## config.mk

```make
export PLATFORM = sky130hd
export DESIGN_NAME = branch_resolver_predictor
export DESIGN_NICKNAME = d
export VERILOG_FILES = /design/src/rtl/bp_pkg.sv /design/src/rtl/bp_counter_table.sv /design/src/rtl/branch_resolver_predictor.sv
export SDC_FILE = /design/constraint.sdc
export NUM_CORES = 2
export LEC_CHECK = 0
export CAP_MARGIN = 20
export CORE_MARGIN = 1
export CORE_UTILIZATION = 30
export DETAILED_ROUTE_END_ITERATION = 12
export HOLD_SLACK_MARGIN = 0.05
export MAX_ROUTING_LAYER = met4
export PLACE_DENSITY = 0.46
export SLEW_MARGIN = 20
export SYNTH_ARGS = -nofsm -noshare
export SYNTH_HDL_FRONTEND = slang
export SYNTH_SLANG_ARGS = --single-unit
```

## constraint.sdc

```tcl
create_clock -name clk -period 6.1 [get_ports clk]
set_input_delay 1.22 -clock clk [delete_from_list [all_inputs] [get_ports clk]]
set_output_delay 1.22 -clock clk [all_outputs]
set_load 0.01 [all_outputs]
```

## src/rtl/bp_pkg.sv

```systemverilog
// rtl/bp_pkg.sv - Shared types and helpers for the branch predictor.
package bp_pkg;

    typedef enum logic [1:0] {
        SNT = 2'b00,
        WNT = 2'b01,
        WT  = 2'b10,
        ST  = 2'b11
    } ctr_e;

    localparam ctr_e CTR_RESET = WNT;

    // Word-aligned PCs: the two low bits never take part in indexing.
    function automatic logic [31:0] pc_idx(input logic [63:0] pc, input int idx_bits);
        logic [63:0] mask;
        mask = (64'd1 << idx_bits) - 64'd1;
        return 32'((pc >> 2) & mask);
    endfunction

    function automatic logic [31:0] pc_tag(input logic [63:0] pc, input int idx_bits,
                                           input int tag_bits);
        logic [63:0] mask;
        mask = (64'd1 << tag_bits) - 64'd1;
        return 32'((pc >> (idx_bits + 2)) & mask);
    endfunction

    function automatic ctr_e ctr_next(input ctr_e c, input logic taken);
        if (taken) begin
            return (c == ST) ? ST : ctr_e'(c + 2'd1);
        end
        return (c == SNT) ? SNT : ctr_e'(c - 2'd1);
    endfunction

endpackage

```

## src/rtl/bp_counter_table.sv

```systemverilog
// rtl/bp_counter_table.sv - 2-bit saturating counter array, comb read, sync write.
module bp_counter_table
    import bp_pkg::*;
#(
    parameter int IDX_BITS = 6
) (
    input  logic                clk,
    input  logic                reset,
    input  logic [IDX_BITS-1:0] rd_idx,
    output ctr_e                rd_ctr,
    input  logic                wr_en,
    input  logic [IDX_BITS-1:0] wr_idx,
    input  logic                wr_taken,
    input  logic                wr_alloc
);

    localparam int ENTRIES = 1 << IDX_BITS;

    ctr_e ctr [ENTRIES];

    assign rd_ctr = ctr[rd_idx];

    // A fresh allocation starts weakly taken instead of stepping the old counter.
    always_ff @(posedge clk) begin
        if (!reset) begin
            for (int i = 0; i < ENTRIES; i++) begin
                ctr[i] <= CTR_RESET;
            end
        end else if (wr_en) begin
            ctr[wr_idx] <= wr_alloc ? WT : ctr_next(ctr[wr_idx], wr_taken);
        end
    end

endmodule

```

## src/rtl/branch_resolver_predictor.sv

```systemverilog
// rtl/branch_resolver_predictor.sv - Fetch predictor with BTB and mispredict flush; BP_STATS_EN adds event counters.
module branch_resolver_predictor
    import bp_pkg::*;
#(
    parameter int DBITS    = 32,
    parameter int IDX_BITS = 6,
    parameter int TAG_BITS = 8
) (
    input  logic             clk,
    input  logic             reset,
    input  logic [DBITS-1:0] lk_pc,
    output logic             lk_taken,
    output logic [DBITS-1:0] lk_target,
    input  logic             upd_valid,
    input  logic [DBITS-1:0] upd_pc,
    input  logic             upd_pred,
    input  logic             upd_taken,
    input  logic [DBITS-1:0] upd_target,
    output logic             flush,
    output logic [DBITS-1:0] redirect_pc
`ifdef BP_STATS_EN
    ,
    output logic [31:0]      stat_branches,
    output logic [31:0]      stat_mispredicts
`endif
);

    localparam int ENTRIES = 1 << IDX_BITS;

    logic [IDX_BITS-1:0] lk_idx, upd_idx;
    logic [TAG_BITS-1:0] lk_tag, upd_tag;
    logic                btb_valid  [ENTRIES];
    logic [TAG_BITS-1:0] btb_tag    [ENTRIES];
    logic [DBITS-1:0]    btb_target [ENTRIES];
    ctr_e                lk_ctr;
    logic                lk_hit, upd_hit, stale_target, mis;
    logic                ctr_we, ctr_alloc;

    assign lk_idx  = IDX_BITS'(pc_idx(64'(lk_pc), IDX_BITS));
    assign lk_tag  = TAG_BITS'(pc_tag(64'(lk_pc), IDX_BITS, TAG_BITS));
    assign upd_idx = IDX_BITS'(pc_idx(64'(upd_pc), IDX_BITS));
    assign upd_tag = TAG_BITS'(pc_tag(64'(upd_pc), IDX_BITS, TAG_BITS));

    assign lk_hit    = btb_valid[lk_idx] && (btb_tag[lk_idx] == lk_tag);
    assign lk_taken  = lk_hit && (lk_ctr == WT || lk_ctr == ST);
    assign lk_target = lk_taken ? btb_target[lk_idx] : lk_pc + DBITS'(4);

    assign upd_hit      = btb_valid[upd_idx] && (btb_tag[upd_idx] == upd_tag);
    assign stale_target = btb_target[upd_idx] != upd_target;
    assign mis = upd_valid && ((upd_pred != upd_taken) || (upd_taken && upd_pred && stale_target));

    // Not-taken branches that miss never allocate and leave the counter alone.
    assign ctr_we    = upd_valid && (upd_taken || upd_hit);
    assign ctr_alloc = upd_taken && !upd_hit;

    bp_counter_table #(
        .IDX_BITS(IDX_BITS)
    ) u_ctr (
        .clk     (clk),
        .reset   (reset),
        .rd_idx  (lk_idx),
        .rd_ctr  (lk_ctr),
        .wr_en   (ctr_we),
        .wr_idx  (upd_idx),
        .wr_taken(upd_taken),
        .wr_alloc(ctr_alloc)
    );

    always_ff @(posedge clk) begin
        if (!reset) begin
            for (int i = 0; i < ENTRIES; i++) begin
                btb_valid[i] <= 1'b0;
            end
            flush       <= 1'b0;
            redirect_pc <= '0;
        end else begin
            flush <= mis;
            if (mis) begin
                redirect_pc <= upd_taken ? upd_target : upd_pc + DBITS'(4);
            end
            if (upd_valid && upd_taken) begin
                btb_valid[upd_idx] <= 1'b1;
            end
        end
    end

    always_ff @(posedge clk) begin
        if (reset && upd_valid && upd_taken) begin
            btb_tag[upd_idx]    <= upd_tag;
            btb_target[upd_idx] <= upd_target;
        end
    end

`ifdef BP_STATS_EN
    always_ff @(posedge clk) begin
        if (!reset) begin
            stat_branches    <= '0;
            stat_mispredicts <= '0;
        end else begin
            if (upd_valid) begin
                stat_branches <= stat_branches + 32'd1;
            end
            if (mis) begin
                stat_mispredicts <= stat_mispredicts + 32'd1;
            end
        end
    end
`endif

endmodule

```

==> metrics.md <==
| Metric | Value |
|---|---|
| Status | `complete, but fails checks` |
| Failing checks | `negative setup slack` |
| R2R cell count | `13` |
| Most frequent cell after synthesis | `edfxtp_1` |
| H-tree depth | `5` |
| Final worst path period share | `103%` |
| Number of flops mapped to enable cells by yosys | `2688` |
| DRT Wirelength | `621000 µm` |
| First-pass GRT wire length | `817000 µm` |
| Tot GR Track Use | `28.5%` |
| Achievable Freq | `160 MHz` |
| FP Rows | `about 240` |
| YS warnings | `0` |
| Fin util | `36.0%` |
| Drt initial violations | `approximately 14000` |
| Initial Utilization | `30.1%` |
| Clock slew at reported path FFs | `roughly 0.060 ns` |
| Pwr/cell area | `290 nW/µm²` |
| Vias per cell | `6.30` |
| RSZ-0062 raised after global routing | `true` |
| Worst-Margin Slew | `1.12 ns` |
| Main synth FF type | `edfxtp_1` |
| Chip Width | `662 µm` |
| WL/cell | `43.6 µm` |
| Cell area after synthesis | `131000 µm²` |
| Worst Hold Depth | `2` |
| CP max stage cell | `mux4_2` |
| CP Cell Sequence | `buf_16 -> buf_16 -> buf_16 -> buf_4 -> mux4_2 -> mux4_2 -> mux4_2 -> xor2_4 -> nor3_2 -> buf_4 -> nand3_4 -> buf_12 -> buf_16 -> buf_12 -> mux2_4 -> buf_6` |
| Crit-path max cell delay | `0.62 ns` |
| Fillers | `40600` |
| Total iterations of the first detailed-routing run | `6` |
| Synth Register Bits | `2785` |
| Worst EP required | `4.88 ns` |
| Die area | `438000 µm²` |
| Yosys top cell by area | `edfxtp_1` |
| Final ANT Viol Nets | `0` |
| Largest net degree at the start of global routing | `107` |
| Core area | `434000 µm²` |
| Arrival time at the worst endpoint | `5.04 ns` |
| Share of cells above drive strength 1 | `29.3%` |
| Relative slew slack | `24.8%` |
| Final Critical Period | `6.26 ns` |
| # clock sinks | `about 2800` |
| Peak VDD IR | `210 µV` |
| Area contributors post-synth | `edfxtp_1 (62%), mux4_2 (16%), mux2i_1 (4.7%), a221oi_1 (1.9%), a221o_1 (1.6%)` |
| Skew-Pair Late Insertion Delay | `approximately 1 ns` |
| Max Cap Viol | `0` |
| Vias | `89700` |
| Area of the multi-input gates | `45400 µm²` |
| Crit Path Class | `in -> out` |
| Root Buffer | `clkbuf_16` |
| Leak pwr | `51.1 nW` |
| Reg area | `82700 µm²` |
| Sequential area share after synthesis | `63.2%` |
| Dpl hpwl | `375000 µm` |
| CP Launch Type | `primary input` |
| Number of port buffers | `166` |
| # IOs | `167` |
| Final instance area | `156000 µm²` |
| Nets | `8333` |
| Gp weighted congestion | `0.895` |
| Hold Path Class | `reg -> reg` |
| Final setup viols | `31` |
| DRC Markers | `0` |
| CP most frequent cell | `buf_16` |
| Crit Path Max Fanout | `6` |
| Antenna violations before repair | `between 60 and 70` |
| Netlist cell types | `just over 80` |
| Hold Fails Final Rpt | `0` |
| Grt total ovfl | `0` |
| Clock skew | `0.0412 ns` |
| Critical Path End Type | `output pin` |
| Synthesized net count | `7712` |
| Area grow syn2layout | `19.7%` |
| Register-to-Register Setup Slack | `about 1.9 ns` |
| Placed Area | `145000 µm²` |
| Die Ht | `662 µm` |
| # hold bufs at CTS | `0` |
| Commonest cells post-synth | `edfxtp_1 (2688), mux4_2 (927), mux2i_1 (616)` |
| Final worst slack | `-0.160 ns` |
| Vias in the first global route | `87300` |
| Post-synth ARST share | `0%` |
| Bufs on Longest Clock Path | `4` |
| CTS tree | `built` |
| Synth top area share | `between 60 and 70%` |
| Avg Cell Area, Syn | `17.2 µm²` |
| CTS Buf Count | `323` |
| Cell count after synthesis | `7608` |
| Max-slew violation count | `0` |
placed cells by master (no fill, tap or decap), types with 201 or more instances in the layout:
cell type,count
a221oi_1,288
buf_12,201
mux2i_1,616
clkbuf_16,333
o22ai_1,238
a221o_1,206
mux4_2,927
nand2_1,311
buf_4,559
o21ai_0,234
edfxtp_1,2688
registers in the layout, summed over array words and instances, names as in the netlist:
name	cells
redirect_pc	32
flush	1
btb_valid	64
btb_target	2048
btb_tag	512
u_ctr.ctr	128
logic make-up after synthesis:
| logic type | after synthesis | share of synthesized area [%] |
|---|---|---|
| xor gates and xnor gates | 98 | 0.656 |
| buffers and inverters | 683 | 2.61 |
| muxes | 1632 | 21.5 |
| AOI/OAI and AO/OA | 1569 | 8.91 |
| and+or+nand+nor | 838 | 3.04 |
| DFF | 2785 | 63.2 |
| adders and majority gates | 3 | 0.0287 |
where the power goes:
group	switching (W)	total (W)	internal, W
Sequential	0.0000501	0.0211	0.0211
Combinational	0.00280	0.00452	0.00172
Clock	0.00840	0.0198	0.0114
Total	0.0112	0.0454	0.0341
repair_timing:
item                       CTS  global route
pin swaps                    5             9
setup endpoints to repair   33            33
setup buffers               21            15
gates cloned                11             4
gates resized for setup    199            17
final timing paths:
check                         start         endpoint
setup / recovery           lk_pc[2]    lk_target[13]
hold reg to reg     redirect_pc[10]  redirect_pc[10]
setup reg to reg  btb_target[6][17]  redirect_pc[30]
hold / removal      redirect_pc[10]  redirect_pc[10]
critical path, delay by kind of cell:
| family | cells | cell delay [ns] |
|---|---|---|
| mux | 4 | 1.88 |
| buf+inv | 9 | 1.38 |
| xor+xnor | 1 | 0.21 |
| simple gates | 2 | 0.24 |
stage by stage:
stage               setup slack (ns)  std cells  total power, W  setup TNS, ns  hold WS (ns)
floorplan                      0.405       7608          0.0237              0         0.441
global placement              -0.840      13600          0.0258         -28.85         0.451
detailed placement            -0.827      13600          0.0258         -25.94         0.455
CTS                           -0.176      14200          0.0455          -3.13         0.435
global route                  -0.209      14200          0.0463          -4.02         0.465
finish                        -0.160      14300          0.0454          -2.72         0.464
cell type report:
class | count | area share, %
Timing Repair Buffer | 959 | 6.71
Sequential cell | 2785 | 52.8
Tap cell | 5734 | 4.59
Multi-Input combinational cell | 4140 | 29.0
Clock buffer | 405 | 5.48
Inverter | 20 | 0.0528
Clock inverter | 182 | 1.26
Antenna cell | 27 | 0.0432
per-layer routing:
layer / routed length [µm] / global-route usage [%] / up-vias / part of all wire (%)
met5: 0 / - / - / 0
met4: 35900 / 13.6 / 0 / 5.8
met3: 64700 / 6.53 / 1440 / 10
met2: 278000 / 42.9 / 6409 / 45
met1: 242000 / 36.4 / 48200 / 39
li1: - / - / 33700 / -
No activity file was read; power rests on OpenSTA's default activity.
